<file path="src/rtl/dmem_arbiter.sv">
// Two-port (CPU/DMA) arbiter in front of a single-ported data memory, with a
// saturating contention counter. Define DMEM_ARB_ROUND_ROBIN_EN for round-robin tie-break.
module dmem_arbiter #(
  parameter int Nloc = 64,
  parameter int CNTW = 16
) (
  input  logic            clk,
  input  logic            reset,
  input  logic            m0_req,
  input  logic            m0_wr,
  input  logic [31:0]     m0_addr,
  input  logic [31:0]     m0_wdata,
  input  logic            m1_req,
  input  logic            m1_wr,
  input  logic [31:0]     m1_addr,
  input  logic [31:0]     m1_wdata,
  output logic            m0_gnt,
  output logic            m0_rvalid,
  output logic [31:0]     m0_rdata,
  output logic            m1_gnt,
  output logic            m1_rvalid,
  output logic [31:0]     m1_rdata,
  output logic            mem_wr,
  output logic [31:0]     mem_addr,
  output logic [31:0]     mem_writedata,
  input  logic [31:0]     mem_readdata,
  output logic [CNTW-1:0] conflicts
);

  // Word select is addr[7:2], so the memory can never exceed 64 words.
  if (Nloc < 1 || Nloc > 64) begin : g_bad_nloc
    $error("dmem_arbiter: Nloc must be in 1..64");
  end

  typedef enum logic [1:0] {
    IDLE   = 2'd0,
    SERVE0 = 2'd1,
    SERVE1 = 2'd2
  } state_e;

  state_e          state_q, state_d;
  state_e          winner;
  logic            rvalid0_q, rvalid0_d;
  logic            rvalid1_q, rvalid1_d;
  logic [31:0]     rdata0_q, rdata0_d;
  logic [31:0]     rdata1_q, rdata1_d;
  logic [CNTW-1:0] conflicts_q, conflicts_d;
  logic            contention;

`ifdef DMEM_ARB_ROUND_ROBIN_EN
  logic last_served_q, last_served_d;

  assign winner = last_served_q ? SERVE0 : SERVE1;

  always_comb begin
    last_served_d = last_served_q;
    if (state_q == SERVE0) last_served_d = 1'b0;
    if (state_q == SERVE1) last_served_d = 1'b1;
  end

  always_ff @(posedge clk or posedge reset) begin
    if (reset) last_served_q <= 1'b1;
    else       last_served_q <= last_served_d;
  end
`else
  assign winner = SERVE0;
`endif

  // NOTE: every always_comb output gets a default first so no path can infer a latch.
  always_comb begin
    state_d       = IDLE;
    mem_wr        = 1'b0;
    mem_addr      = '0;
    mem_writedata = '0;
    contention    = 1'b0;
    unique case (state_q)
      IDLE: begin
        contention = m0_req && m1_req;
        if (m0_req && m1_req) state_d = winner;
        else if (m0_req)      state_d = SERVE0;
        else if (m1_req)      state_d = SERVE1;
      end
      SERVE0: begin
        mem_wr        = m0_wr;
        mem_addr      = m0_addr;
        mem_writedata = m0_wdata;
        contention    = m1_req;
        state_d       = m1_req ? SERVE1 : IDLE;
      end
      SERVE1: begin
        mem_wr        = m1_wr;
        mem_addr      = m1_addr;
        mem_writedata = m1_wdata;
        contention    = m0_req;
        state_d       = m0_req ? SERVE0 : IDLE;
      end
      default: state_d = IDLE;
    endcase
  end

  always_comb begin
    rvalid0_d   = (state_q == SERVE0) && !m0_wr;
    rvalid1_d   = (state_q == SERVE1) && !m1_wr;
    rdata0_d    = rvalid0_d ? mem_readdata : rdata0_q;
    rdata1_d    = rvalid1_d ? mem_readdata : rdata1_q;
    conflicts_d = (contention && (conflicts_q != '1)) ? conflicts_q + 1'b1 : conflicts_q;
  end

  // NOTE: state registers use non-blocking assignment so all flops update from pre-edge values.
  always_ff @(posedge clk or posedge reset) begin
    if (reset) begin
      state_q     <= IDLE;
      rvalid0_q   <= 1'b0;
      rvalid1_q   <= 1'b0;
      rdata0_q    <= '0;
      rdata1_q    <= '0;
      conflicts_q <= '0;
    end else begin
      state_q     <= state_d;
      rvalid0_q   <= rvalid0_d;
      rvalid1_q   <= rvalid1_d;
      rdata0_q    <= rdata0_d;
      rdata1_q    <= rdata1_d;
      conflicts_q <= conflicts_d;
    end
  end

  assign m0_gnt    = (state_q == SERVE0);
  assign m1_gnt    = (state_q == SERVE1);
  assign m0_rvalid = rvalid0_q;
  assign m1_rvalid = rvalid1_q;
  assign m0_rdata  = rdata0_q;
  assign m1_rdata  = rdata1_q;
  assign conflicts = conflicts_q;

endmodule

</file>
<file path="config.mk">
export PLATFORM = sky130hd
export DESIGN_NAME = dmem_arbiter
export DESIGN_NICKNAME = d
export VERILOG_FILES = /design/src/rtl/dmem_arbiter.sv
export SDC_FILE = /design/constraint.sdc
export NUM_CORES = 1
export LEC_CHECK = 0
export CAP_MARGIN = 20
export CORE_MARGIN = 5
export CORE_UTILIZATION = 32
export CTS_BUF_LIST = sky130_fd_sc_hd__clkbuf_8
export DETAILED_ROUTE_END_ITERATION = 8
export MAX_ROUTING_LAYER = met4
export PLACE_DENSITY = 0.79
export SLEW_MARGIN = 20
export SYNTH_ARGS = -nofsm -noshare
export SYNTH_HDL_FRONTEND = slang
export SYNTH_SLANG_ARGS = --single-unit
</file>
<file path="constraint.sdc">
create_clock -name clk -period 2.8 [get_ports clk]
set_input_delay 0.56 -clock clk [delete_from_list [all_inputs] [get_ports clk]]
set_output_delay 0.56 -clock clk [all_outputs]
set_load 0.01 [all_outputs]
</file>
==> results.cfg <==
[outcome]
status = complete, no violations

[hold_path]
hold_path_depth = 1
min_path_type = reg2reg

[layout]
finalNetCount = 856
syn_to_final_growth_pct = 87.7
drive_above_1_share_pct = 15.2
finalNonFillerCells = 869

[logic_synthesis]
yosysUniqueCellTypes = 24
ys_warn_count = 0
synthCells = 376
syn_nets = 547
ys.flop_type = dfrtp_1
syn-cell-area_sq_um = 4340
synth_edf_count = 0
ys_seq_elements = 84
syn_area_per_cell_sq_um = 11.5
yosysSeqAreaShare_pct = 48.5
ys_async_sr_fraction_pct = 100

[sta]
finalCritPeriodShare_pct = 97.0
hold_viol = 0
relSlewSlack_pct = 51.6
setup_viol_count_final = 0
drv_slew = 0
finalCriticalPeriod_ns = 2.72
worst_pin_slew_ns = 0.726
skew_ns = 0.00538
fmax_mhz = 368

[die]
core_sq_um = 13200
dieArea_sq_um = 16000
die_y_um = 126
ioPinCount = 315
row_count = 42
start_util_pct = 32.7
die_w_um = 126

[setup_path]
timing.critical_path.cells = inv_2, ha_2, buf_12, nor2b_1, clkdlybuf4s50_1
worstSetupPathDepth = 5
slowest_stage = clkdlybuf4s50_1
crit_family = buffers and inverters
worst_setup_path_start_kind = flip-flop
worstRegToRegCells = 6
max_stage_delay_ns = 0.61
critical_path.max_fanout = 33
worstPathRequired_ns = 2.24
crit_buf_inv = 3
cp.arrival_ns = 2.16
setup.worst_path.class = reg2out
cp-end-kind = output pin

[routing]
drc = 0
wl_per_cell_um = 20.9
dr.pass1.iters = 4
viasPerCell = 4.96
drt_iter0_drc = 342
via_count = 4310
ant_nets = 0
wl_um = 18100

[power]
ir_worst_vdd_mv = 0.426
leakage_nw = 3.64
total_power_w = 0.00450
power_density_nw_per_um2 = 553

[global_routing]
grt_first_pass_wirelength_um = 26400
grt_usage_pct = 21.7
grt_pass1_vias = 4577
grt_overflow_total = 0
antenna_found_initial = 3
grt_max_degree = 66

[placement]
dp_cells = 845
numPortBuffers = 314
gp_congestion = 0.947
dp_hpwl_um = 13700

[clock_tree]
clk_latency_ns = 0.36
tritoncts = done
cts_made_buffers = 9
clockBufferDepth = 2
root_buffer = clkbuf_8
clk_pin_slew_ns = 0.08
cts.sink_count = 84
cts_max_level = 3

[flow_run]
max_cap_viol_count = 0
sequential cells by signal (all words and copies together), names as in the netlist:
signal,cells
m1_rdata,32
m0_rdata,32
m0_rvalid,1
conflicts,16
m1_rvalid,1
state_q,2
path summary, 6_finish.rpt:
path                          startpoint            end  slack, ns
max reg2reg                   state_q[0]   m1_rdata[27]       0.71
max in group asynchronous          reset    m0_rdata[4]       1.51
min                        conflicts[11]  conflicts[11]       0.50
max                           state_q[0]   mem_addr[27]       0.08
min reg2reg                conflicts[11]  conflicts[11]       0.50
min in group asynchronous          reset   m0_rdata[31]       0.62
per-stage QoR:
| stage | TNS (ns) | hold slack [ns] | setup WS [ns] | util [%] | cell area [sq um] |
|---|---|---|---|---|---|
| after CTS | 0 | 0.506 | 0.0105 | 60.1 | 7960 |
| after floorplan | 0 | 0.454 | 0.0749 | - | 4340 |
| final | 0 | 0.502 | 0.0839 | 61.5 | 8140 |
| after global placement | 0 | 0.477 | 0.344 | 58.3 | 7720 |
| after detailed placement | 0 | 0.490 | 0.333 | 58.3 | 7720 |
| after global routing | -0.000927 | 0.526 | -0.000927 | 61.5 | 8140 |
final cells by class:
type | instances | area [sq um]
antenna | 3 | 7.51
clock buffer | 10 | 138
clock inverter | 6 | 63.8
fill | 1105 | 5100
inverter | 6 | 23.8
multi-input combinational | 256 | 2130
sequential | 84 | 2100
tap | 176 | 220
timing repair buffer | 328 | 3460
cell families after synthesis:
family / after synthesis / synth area share, %
and+or+nand+nor: 102 / 14.5
muxes: 66 / 17.1
adders and majority gates: 5 / 1.44
buffers and inverters: 36 / 3.43
DFF: 84 / 48.5
xor gates and xnor gates: 14 / 2.83
AOI/OAI and AO/OA: 69 / 12.2
synthesized netlist by cell type, types with 5 or more instances:
library cell	number	share of area, %
ha_1	5	1.4
xnor2_1	14	2.8
dfrtp_1	84	48
buf_2	11	1.3
buf_1	8	0.69
and3_1	6	0.87
a22oi_1	66	11
nand4_1	8	1.2
nor2b_1	66	9.5
clkbuf_1	11	0.95
inv_1	6	0.52
nand3_1	9	1.0
mux2_2	64	17
cells in the final DEF, fill, tap and decap left out, drive strengths merged, types with 2 or more instances in the layout:
cell type | synthesis | layout
ha | 5 | 5
xnor2 | 14 | 14
a22oi | 66 | 66
nand3 | 9 | 9
and2 | 3 | 3
nand4 | 8 | 8
buf | 19 | 11
and3 | 6 | 6
clkinv | 0 | 4
mux2 | 66 | 66
dlygate4sd2 | 0 | 7
clkdlybuf4s50 | 0 | 277
nand2 | 3 | 3
diode | 0 | 3
clkinvlp | 0 | 2
a21oi | 2 | 2
and4 | 3 | 3
clkbuf | 11 | 12
dlymetal6s2s | 0 | 30
nor2b | 66 | 66
dfrtp | 84 | 84
inv | 6 | 5
power breakdown:
group / switching (W) / internal (W) / leakage (nW) / total (W)
sequential: 0.000210 / 0.00152 / 1.02 / 0.00173
combinational: 0.000710 / 0.00119 / 2.52 / 0.00190
clock: 0.000442 / 0.000434 / 0.0983 / 0.000876
per-layer routing:
| layer | global-route usage (%) | share of wire, % |
|---|---|---|
| met2 | 36.4 | 51 |
| met4 | 8.01 | 3.0 |
| met3 | 7.36 | 8.8 |
| met1 | 24.0 | 37 |
| met5 | - | 0 |
timing repair:
action,4_1_cts,5_1_grt
setup endpoints to repair,27,57
cloned,1,2
setup buffers,0,2
pin swaps,0,1
gates resized for setup,11,37
hold buffers,0,0
Power figures use the tool's default switching activity.
